===== src/rtl/crc8_arb_pkg.sv =====
// Shared types and constants for the CRC8816 round-robin arbiter.
// Holds the FSM state encoding, pointer/counter widths and the round-robin successor helper.
package crc8_arb_pkg;

    localparam int CRC8_ARB_MAX_REQ = 8;
    localparam int CRC8_ARB_PTR_W   = 3;
    localparam int CRC8_ARB_TO_W    = 16;

    typedef enum logic [2:0] {
        ST_IDLE      = 3'd0,
        ST_CLEAR     = 3'd1,
        ST_STREAM    = 3'd2,
        ST_WAIT_DONE = 3'd3,
        ST_RESULT    = 3'd4
    } crc8_arb_state_t;

    function automatic logic [CRC8_ARB_PTR_W-1:0] crc8_arb_next_ptr(input int idx, input int num_req);
        return ((idx + 1) >= num_req) ? {CRC8_ARB_PTR_W{1'b0}} : CRC8_ARB_PTR_W'(idx + 1);
    endfunction

endpackage


===== src/rtl/crc8_rr_picker.sv =====
// Combinational round-robin picker: first requester at or after ptr, wrapping.
// Produces a one-hot winner and a valid flag; no state.
module crc8_rr_picker
    import crc8_arb_pkg::*;
#(
    parameter int NUM_REQ = 2
) (
    input  logic [NUM_REQ-1:0]        req,
    input  logic [CRC8_ARB_PTR_W-1:0] ptr,
    output logic [NUM_REQ-1:0]        winner,
    output logic                      valid
);

    // Pass 1 scans indices at or above ptr, pass 2 wraps to the low indices.
    always_comb begin
        logic hit_s;
        hit_s  = 1'b0;
        winner = '0;
        valid  = 1'b0;
        for (int j = 0; j < NUM_REQ; j++) begin
            hit_s     = req[j] & ~valid & (j >= int'(ptr));
            winner[j] = hit_s;
            valid     = valid | hit_s;
        end
        for (int j = 0; j < NUM_REQ; j++) begin
            hit_s     = req[j] & ~valid;
            winner[j] = winner[j] | hit_s;
            valid     = valid | hit_s;
        end
    end

endmodule


===== src/rtl/crc8_arbiter.sv =====
// Round-robin sequencer sharing one CRC8816 engine between NUM_REQ byte-stream requesters.
// Optional idle-timeout abort is built when CRC8_ARB_TIMEOUT_EN is defined.
module crc8_arbiter
    import crc8_arb_pkg::*;
#(
    parameter int NUM_REQ        = 2,
    parameter int TIMEOUT_CYCLES = 255
) (
    input  logic                 clk,
    input  logic                 reset,
    input  logic [NUM_REQ-1:0]   i_req,
    output logic [NUM_REQ-1:0]   o_gnt,
    input  logic [NUM_REQ-1:0]   i_valid,
    input  logic [NUM_REQ-1:0]   i_last,
    input  logic [NUM_REQ*8-1:0] i_data,
    output logic                 o_crc_clr,
    output logic                 o_crc_valid,
    output logic                 o_crc_last,
    output logic [7:0]           o_crc_data,
    input  logic                 i_crc_done,
    input  logic                 i_crc_match,
    output logic [NUM_REQ-1:0]   o_done,
    output logic                 o_match,
    output logic [NUM_REQ-1:0]   o_abort
);

    crc8_arb_state_t           state_q, state_d;
    logic [NUM_REQ-1:0]        gnt_q, gnt_d, done_q, done_d, abort_q, abort_d;
    logic                      crc_clr_q, crc_clr_d, crc_valid_q, crc_valid_d;
    logic                      crc_last_q, crc_last_d, match_q, match_d;
    logic [7:0]                crc_data_q, crc_data_d;
    logic [CRC8_ARB_PTR_W-1:0] rr_ptr_q, rr_ptr_d, next_ptr_s;
    logic [NUM_REQ-1:0]        pick_gnt_s;
    logic                      pick_valid_s, own_valid_s, own_last_s, to_fire_s;
    logic [7:0]                own_data_s;

    crc8_rr_picker #(.NUM_REQ(NUM_REQ)) u_picker (
        .req    (i_req),
        .ptr    (rr_ptr_q),
        .winner (pick_gnt_s),
        .valid  (pick_valid_s)
    );

    // Select the owner's stream through the one-hot grant and precompute its successor.
    always_comb begin
        own_valid_s = |(i_valid & gnt_q);
        own_last_s  = |(i_last & gnt_q);
        own_data_s  = 8'h00;
        next_ptr_s  = '0;
        for (int j = 0; j < NUM_REQ; j++) begin
            own_data_s = own_data_s | (i_data[j*8 +: 8] & {8{gnt_q[j]}});
            next_ptr_s = next_ptr_s | (gnt_q[j] ? crc8_arb_next_ptr(j, NUM_REQ) : '0);
        end
    end

`ifdef CRC8_ARB_TIMEOUT_EN
    logic [CRC8_ARB_TO_W-1:0] to_cnt_q, to_cnt_d;
    logic                     to_idle_s;

    // Idle-cycle counter: cleared on entry to STREAM/WAIT_DONE, counts cycles without progress.
    always_comb begin
        to_idle_s = ((state_q == ST_STREAM) && !own_valid_s) ||
                    ((state_q == ST_WAIT_DONE) && !i_crc_done);
        to_fire_s = to_idle_s && (to_cnt_q == CRC8_ARB_TO_W'(TIMEOUT_CYCLES - 1));
        if ((state_q == ST_CLEAR) || ((state_q == ST_STREAM) && own_valid_s && own_last_s)) begin
            to_cnt_d = '0;
        end else if (to_idle_s) begin
            to_cnt_d = to_cnt_q + 16'd1;
        end else begin
            to_cnt_d = to_cnt_q;
        end
    end

    // Timeout counter register.
    always_ff @(posedge clk) begin
        if (reset) begin
            to_cnt_q <= '0;
        end else begin
            to_cnt_q <= to_cnt_d;
        end
    end
`else
    logic unused_cfg_s;
    assign to_fire_s    = 1'b0;
    assign unused_cfg_s = ^32'(TIMEOUT_CYCLES);
`endif

    // Sequencer next-state and registered-output logic.
    always_comb begin
        state_d     = state_q;
        gnt_d       = gnt_q;
        done_d      = '0;
        abort_d     = '0;
        crc_clr_d   = 1'b0;
        crc_valid_d = 1'b0;
        crc_last_d  = 1'b0;
        crc_data_d  = crc_data_q;
        match_d     = match_q;
        rr_ptr_d    = rr_ptr_q;
        case (state_q)
            ST_IDLE: begin
                if (pick_valid_s) begin
                    gnt_d     = pick_gnt_s;
                    crc_clr_d = 1'b1;
                    state_d   = ST_CLEAR;
                end else begin
                    gnt_d = '0;
                end
            end
            ST_CLEAR: begin
                state_d = ST_STREAM;
            end
            ST_STREAM: begin
                crc_valid_d = own_valid_s;
                crc_last_d  = own_last_s;
                crc_data_d  = own_data_s;
                if (own_valid_s && own_last_s) begin
                    state_d = ST_WAIT_DONE;
                end else if (to_fire_s) begin
                    abort_d   = gnt_q;
                    crc_clr_d = 1'b1;
                    rr_ptr_d  = next_ptr_s;
                    gnt_d     = '0;
                    state_d   = ST_IDLE;
                end else begin
                    state_d = ST_STREAM;
                end
            end
            ST_WAIT_DONE: begin
                if (i_crc_done) begin
                    done_d  = gnt_q;
                    match_d = i_crc_match;
                    state_d = ST_RESULT;
                end else if (to_fire_s) begin
                    abort_d   = gnt_q;
                    crc_clr_d = 1'b1;
                    rr_ptr_d  = next_ptr_s;
                    gnt_d     = '0;
                    state_d   = ST_IDLE;
                end else begin
                    state_d = ST_WAIT_DONE;
                end
            end
            ST_RESULT: begin
                rr_ptr_d = next_ptr_s;
                gnt_d    = '0;
                state_d  = ST_IDLE;
            end
            default: begin
                gnt_d   = '0;
                state_d = ST_IDLE;
            end
        endcase
    end

    // State and output registers.
    always_ff @(posedge clk) begin
        if (reset) begin
            state_q     <= ST_IDLE;
            gnt_q       <= '0;
            done_q      <= '0;
            abort_q     <= '0;
            crc_clr_q   <= 1'b0;
            crc_valid_q <= 1'b0;
            crc_last_q  <= 1'b0;
            crc_data_q  <= 8'h00;
            match_q     <= 1'b0;
            rr_ptr_q    <= '0;
        end else begin
            state_q     <= state_d;
            gnt_q       <= gnt_d;
            done_q      <= done_d;
            abort_q     <= abort_d;
            crc_clr_q   <= crc_clr_d;
            crc_valid_q <= crc_valid_d;
            crc_last_q  <= crc_last_d;
            crc_data_q  <= crc_data_d;
            match_q     <= match_d;
            rr_ptr_q    <= rr_ptr_d;
        end
    end

    assign o_gnt       = gnt_q;
    assign o_done      = done_q;
    assign o_abort     = abort_q;
    assign o_crc_clr   = crc_clr_q;
    assign o_crc_valid = crc_valid_q;
    assign o_crc_last  = crc_last_q;
    assign o_crc_data  = crc_data_q;
    assign o_match     = match_q;

endmodule


===== config.mk =====
export PLATFORM = sky130hd
export DESIGN_NAME = crc8_arbiter
export DESIGN_NICKNAME = d
export VERILOG_FILES = /design/src/rtl/crc8_arb_pkg.sv /design/src/rtl/crc8_rr_picker.sv /design/src/rtl/crc8_arbiter.sv
export SDC_FILE = /design/constraint.sdc
export NUM_CORES = 1
export LEC_CHECK = 0
export CORE_MARGIN = 10
export CORE_UTILIZATION = 37
export DETAILED_ROUTE_END_ITERATION = 10
export HOLD_SLACK_MARGIN = 0.06
export PLACE_DENSITY_LB_ADDON = 0.08
export SLEW_MARGIN = 20
export SYNTH_ARGS = -nofsm -noshare
export SYNTH_HDL_FRONTEND = slang
export SYNTH_SLANG_ARGS = --single-unit

===== constraint.sdc =====
create_clock -name clk -period 2.1 [get_ports clk]
set_clock_uncertainty 0.2 [all_clocks]
set_input_delay 0.315 -clock clk [delete_from_list [all_inputs] [get_ports clk]]
set_output_delay 0.315 -clock clk [all_outputs]
set_load 0.005 [all_outputs]

# Yosys cells after proc, flatten, opt, wreduce, memory -nomap -nowiden
# Cells that the tools add are included.
# Widths: inputs -> output; s select.
word_totals:
  input_bits: 26
  word_cells: 55
  ff_bits: 22
  output_inout_bits: 18
classes:
  eq_ne: 5
  mux: 8
  bitwise: 22
  n_lt_le_gt_ge: 2
  n_reduce_logical: 9
ops:
  columns: ["operator", "count"]
  rows:
  - ["$and 8x8->8", 2]
  - ["$pmux 3 s4", 1]
  - ["$or 8x8->8", 1]
  - ["$reduce_or 2->1", 4]
  - ["$not 1->1", 7]
  - ["$eq 3x2->1 const B", 2]
  - ["$ge 1x3->1 const A", 2]
  - ["$mux 3", 2]
  - ["$reduce_or 3->1", 2]
  - ["$and 1x1->1", 5]
  - ["$or 1x1->1", 5]
  - ["$and 2x2->2", 2]
  - ["$pmux 2 s2", 1]
  - ["$eq 3x1->1 const B", 1]
  - ["$eq 3x3->1 const B", 1]
  - ["$logic_not 3->1", 1]
  - ["$mux 1", 3]
  - ["$mux 2", 1]
  - ["$ne 2x2->1 const B", 1]
  - ["$reduce_and 2->1", 1]
  - ["$logic_and 1x1->1", 1]

# Longest topological paths before layout
# Gate-level depths: netlist of the first run.
logic_depth:
  ltp_word: 14
  depth_mapped: 5

# By module
# Synthesis of the first run repeated with hierarchy kept, for this count alone.
hier_totals:
  hier_cells: 93
  hier_area_um2: 865.8
by_module_without_submodules:
  columns: ["module", "n_inst", "cells_each", "area_each_um2"]
  rows:
  - ["crc8_arbiter", 1, 88, 830.8]
  - ["crc8_rr_picker", 1, 5, 35.0]

# Worst setup path after synthesis of the first run
# OpenSTA, ideal clock, no wires.
synth_timing:
  path_kind: "reg-to-reg"
  from: "register state_q[0]"
  to: "register crc_data_q[0], in the netlist o_crc_data[0]"
  t_required_ns: 1.768
  arrival_ns: 1.202
  setup_slack_ns: 0.566
  period_less_slack_ns: 1.534
  setup_ns: 0.132
  path_stages_with_launch: 6
  path_cell_list: "dfxtp_1 -> buf_4 -> or3b_1 -> buf_2 -> a221oi_1 -> nor3_1"
synth_via:
  elab_chain_len: 1
synth_lines:
  columns: ["item", "line", "source"]
  rows:
  - ["from (decl)", "crc8_arbiter.sv:27", "crc8_arb_state_t state_q, state_d;"]
  - ["from (signal assigned)", "crc8_arbiter.sv:170", "state_q <= state_d;"]
  - ["$eq 3x2->1", "crc8_arbiter.sv:100", "case (state_q)"]
  - ["to (signal assigned)", "crc8_arbiter.sv:177", "crc_data_q <= crc_data_d;"]
  - ["to (decl)", "crc8_arbiter.sv:31", "logic [7:0] crc_data_q, crc_data_d;"]
# Every way passes these cells.
# A chain may end at the register's enable or synchronous reset.

# Worst setup path in the final report of the first run
layout_timing:
  from: "register state_q[1]"
  to: "register state_q[0]"
layout_via:
  elab_chain_len: 2
layout_lines:
  columns: ["item", "line"]
  rows:
  - ["$eq 3x2->1 (tied with other cells)", "crc8_arbiter.sv:100"]
  - ["$pmux 3 s4 or $ne 2x2->1 (tied branches)", null]
# Parallel ways exist; a longest one is shown, timed or not.

==> impl_metrics.xml, run 1 <==
<?xml version="1.0" encoding="UTF-8"?>
<metrics>
  <group name="setup_path">
    <metric name="timing.reg2reg.setup_slack" unit="ns">0.29</metric>
    <metric name="critical_path_required" unit="ns">2.15</metric>
    <metric name="crit_chain" unit="">or3b_1 -&gt; o32a_1 -&gt; o21bai_2</metric>
    <metric name="timing.reg2reg.worst_path_depth" unit="">3</metric>
    <metric name="worst_ep_arrival_time" unit="ns">1.86</metric>
    <metric name="worstReg2RegStart" unit="">state_q[1]$_SDFFE_PP0P_</metric>
    <metric name="crit-reg2reg-capture" unit="">state_q[0]$_SDFFE_PP0P_</metric>
    <metric name="critPathCaptureType" unit="">register</metric>
    <metric name="critical_path_class" unit="">reg2reg</metric>
    <metric name="cp-startpoint" unit="">state_q[1]$_SDFFE_PP0P_</metric>
    <metric name="worstSetupStartpointType" unit="">register</metric>
    <metric name="critPathMaxStageDelay" unit="ns">0.56</metric>
    <metric name="critPathSlowestCell" unit="">sky130_fd_sc_hd__or3b_1</metric>
    <metric name="cp_max_fo" unit="">11</metric>
  </group>
  <group name="worst_hold_path">
    <metric name="start_point_of_the_worst_min_delay_path" unit="">o_crc_data[3]$_SDFFE_PP0P_</metric>
    <metric name="worstHoldPathCells" unit="">2</metric>
    <metric name="holdCritPathClass" unit="">reg2reg</metric>
    <metric name="whs_endpoint" unit="">o_crc_data[3]$_SDFFE_PP0P_</metric>
  </group>
  <group name="power_and_ir_drop">
    <metric name="power_density" unit="nW/um^2">667.4</metric>
    <metric name="power.ir.vdd_worst" unit="V">0.0005052</metric>
    <metric name="static_leakage" unit="nW">0.4602</metric>
    <metric name="finalPower" unit="uW">840.9</metric>
  </group>
  <group name="die">
    <metric name="floorplan.die.width" unit="um">66.49</metric>
    <metric name="die_area" unit="um^2">4420</metric>
    <metric name="fp.coreArea" unit="um^2">2002</metric>
    <metric name="chipHeight" unit="um">66.49</metric>
    <metric name="ioPinCount" unit="">44</metric>
    <metric name="starting_utilization_of_the_core_area" unit="">0.3994</metric>
    <metric name="rows" unit="">16</metric>
  </group>
  <group name="global_routing">
    <metric name="global_route.usage.met3" unit="">0.06187</metric>
    <metric name="grt_pass1_wl" unit="mm">3.843</metric>
    <metric name="met2_usage" unit="">0.1711</metric>
    <metric name="grt_max_degree" unit="">14</metric>
    <metric name="gr-max-usage-layer" unit="">met2</metric>
    <metric name="grt-ovfl-total" unit="">0</metric>
    <metric name="initial_antenna_violation_count" unit="">0</metric>
    <metric name="grt_use_met1" unit="">0.1300</metric>
    <metric name="grt_pass1_vias" unit="">770</metric>
    <metric name="gr-usage-all-layers" unit="">0.1135</metric>
  </group>
  <group name="synth">
    <metric name="synth_area" unit="um^2">799.5</metric>
    <metric name="post_synthesis_sequential_element_count" unit="">20</metric>
    <metric name="synth-xor-area-share" unit="">0</metric>
    <metric name="post_synth_mux_area_share" unit="">0.02504</metric>
    <metric name="synthCells" unit="">86</metric>
    <metric name="synth_top_family_by_area" unit="">simple AND/OR/NAND/NOR gates</metric>
    <metric name="fraction_of_the_mapped_netlist_area_in_simple_logic_gates" unit="">0.2535</metric>
    <metric name="post_synth_main_area_contributors" unit="">sky130_fd_sc_hd__dfxtp_1 50%, sky130_fd_sc_hd__a221oi_1 8.8%, sky130_fd_sc_hd__nor3_1 6.3%, sky130_fd_sc_hd__nor2_1 6.1%, sky130_fd_sc_hd__buf_4 3.8%</metric>
    <metric name="synth_compound_area_frac" unit="">0.1581</metric>
    <metric name="synth_flop_cell" unit="">sky130_fd_sc_hd__dfxtp_1</metric>
    <metric name="synth_area_per_cell" unit="um^2">9.297</metric>
    <metric name="yosys_warnings" unit="">0</metric>
    <metric name="synth_top_cell_area_share" unit="">0.5008</metric>
    <metric name="synth_edf_count" unit="">0</metric>
    <metric name="synth_fa_ha_area_frac" unit="">0</metric>
    <metric name="synth_sequential_area_ratio" unit="">0.5008</metric>
    <metric name="async_reset_ff_frac" unit="">0</metric>
    <metric name="synth.lib_cells_used.distinct" unit="">25</metric>
    <metric name="synth_top_cell_by_area" unit="">sky130_fd_sc_hd__dfxtp_1</metric>
  </group>
  <group name="timing">
    <metric name="hold_violations" unit="">0</metric>
    <metric name="timing_max_transition_violations_final" unit="">0</metric>
    <metric name="worst_slack" unit="ns">0.2852</metric>
    <metric name="finalWorstPathRequiredPeriod" unit="ns">1.815</metric>
    <metric name="hold-worst-slack" unit="ns">0.2984</metric>
    <metric name="fin_tns_setup" unit="ns">0</metric>
    <metric name="setup_viol_count_final" unit="">0</metric>
    <metric name="worst_pin_slew" unit="ns">0.5436</metric>
    <metric name="timing.slew.headroom" unit="">0.6360</metric>
    <metric name="rsz0062_at_grt" unit="">false</metric>
    <metric name="timing.fmax" unit="GHz">0.5510</metric>
    <metric name="min_period_over_period" unit="">0.8642</metric>
  </group>
  <group name="cts">
    <metric name="htreeDepth" unit="">1</metric>
    <metric name="cts_repair_resizes" unit="">0</metric>
    <metric name="clk_pin_slew" unit="ns">0.11</metric>
    <metric name="post_cts_buffers" unit="">0</metric>
    <metric name="cts-root-to-sink-buffers" unit="">2</metric>
    <metric name="ctsHoldBuffers" unit="">0</metric>
    <metric name="clock-sinks" unit="">20</metric>
    <metric name="cts_root_buf" unit="">sky130_fd_sc_hd__clkbuf_4</metric>
    <metric name="tritoncts_clock_tree" unit="">built</metric>
    <metric name="worstSkewPairLatency" unit="ns">0.31</metric>
    <metric name="numCtsBuffers" unit="">3</metric>
  </group>
  <group name="layout">
    <metric name="drive_above_1_share" unit="">0.08661</metric>
    <metric name="layout.cells.non_filler" unit="">154</metric>
    <metric name="design_area" unit="um^2">1260</metric>
    <metric name="finish.utilization" unit="">0.6294</metric>
    <metric name="insertedDiodeCount" unit="">0</metric>
    <metric name="areaGrowthSynthToFinish" unit="%">57.59</metric>
    <metric name="mostFrequentLayoutCells" unit="">41 x sky130_fd_sc_hd__clkdlybuf4s50_1, 20 x sky130_fd_sc_hd__dfxtp_1, 13 x sky130_fd_sc_hd__nor2_1, 10 x sky130_fd_sc_hd__nor3_1, 8 x sky130_fd_sc_hd__a221oi_1</metric>
    <metric name="nNetsFinal" unit="">154</metric>
    <metric name="layout_commonest_cell" unit="">sky130_fd_sc_hd__clkdlybuf4s50_1</metric>
    <metric name="fillCellCount" unit="">185</metric>
  </group>
  <group name="detailed_routing">
    <metric name="vias_per_cell" unit="">5.052</metric>
    <metric name="via_count_of_the_routed_design" unit="">778</metric>
    <metric name="firstDrtPassIters" unit="">4</metric>
    <metric name="drt_wl_total" unit="mm">2.355</metric>
    <metric name="routedWlPerCell" unit="um">15.29</metric>
    <metric name="initialDrtViolationCount" unit="">20</metric>
    <metric name="drc_violations_left" unit="">0</metric>
    <metric name="final_antenna_net_count" unit="">0</metric>
  </group>
  <group name="placed_design">
    <metric name="port-buffer-count" unit="">41</metric>
    <metric name="dp_hpwl" unit="mm">1.803</metric>
    <metric name="detailedPlace.worstSlack" unit="ns">0.2530</metric>
    <metric name="place_inst" unit="">150</metric>
    <metric name="gp_routability_congestion" unit="">0.8054</metric>
    <metric name="post_dp_cell_area" unit="um^2">1224</metric>
  </group>
  <group name="run">
    <metric name="maxCapViolCount" unit="">0</metric>
  </group>
  <group name="run_status">
    <metric name="status" unit="">complete, no violations</metric>
  </group>
</metrics>
-- cell usage after synthesis (all sizes together) (2+ instances only) --
cell type and instances:
mux2i 2, a21oi 2, or2 2, buf 5, a22oi 2, and2 2, dfxtp 20, nand3 3
nor2 13, a221oi 8, clkbuf 3, nor3 10, o21ai 2, nor3b 2, nand2 2
-- worst max-delay path by stage --
stage | slack, ns | to | depth (start not counted)
after floorplan | 0.57 | o_crc_data[0]$_SDFFE_PP0P_ | 5
after global placement | 0.35 | state_q[0]$_SDFFE_PP0P_ | 4
after detailed placement | 0.25 | state_q[0]$_SDFFE_PP0P_ | 4
after CTS | 0.28 | state_q[0]$_SDFFE_PP0P_ | 3
after global routing | 0.21 | state_q[0]$_SDFFE_PP0P_ | 3
final | 0.29 | state_q[0]$_SDFFE_PP0P_ | 3
-- metal layers --
layer / vias up / wire (um)
li1: 390 / -
met1: 349 / 966
met2: 35 / 1057
met3: 4 / 302
met4: 0 / 29
met5: - / 0
-- layout make-up --
cell class	count	area, um^2	area share
Clock buffer	4	36.28	0.02880
Tap cell	27	33.78	0.02681
Timing Repair Buffer	44	432.9	0.3436
Multi-Input combinational cell	59	356.6	0.2830
Sequential cell	20	400.4	0.3178
-- cell families after synthesis --
family / count (synthesis)
buf+inv: 8
other cells: 1
flops: 20
compound gates: 16
simple gates: 39
mux: 2
-- sequential cells by signal, summed over array words and instances (netlist names) --
register	count
o_crc_data	8
state_q	3
o_done	2
o_gnt	2
o_crc_clr	1
o_crc_last	1
o_crc_valid	1
o_match	1
rr_ptr_q	1
-- worst max-delay path: cells and delay by family (launching register included) --
| kind | cells | cell delay, ns |
|---|---|---|
| AOI/OAI and AO/OA | 2 | 0.53 |
| DFF | 1 | 0.48 |
| and+or+nand+nor | 1 | 0.56 |
-- where the power goes --
part | switching, mW | total, mW | internal, mW
combinational | 0.0746 | 0.190 | 0.115
clock | 0.118 | 0.224 | 0.106
sequential | 0.0204 | 0.427 | 0.407
total | 0.213 | 0.841 | 0.628
Power figures use the tool's default switching activity.
==> run 2, diff against run 1 <==
Settings changed: SKIP_CTS_REPAIR_TIMING from default to 1.
==> results of run 2 <==
Same layout as run 1: the final DEF is identical, and so are final timing and power.
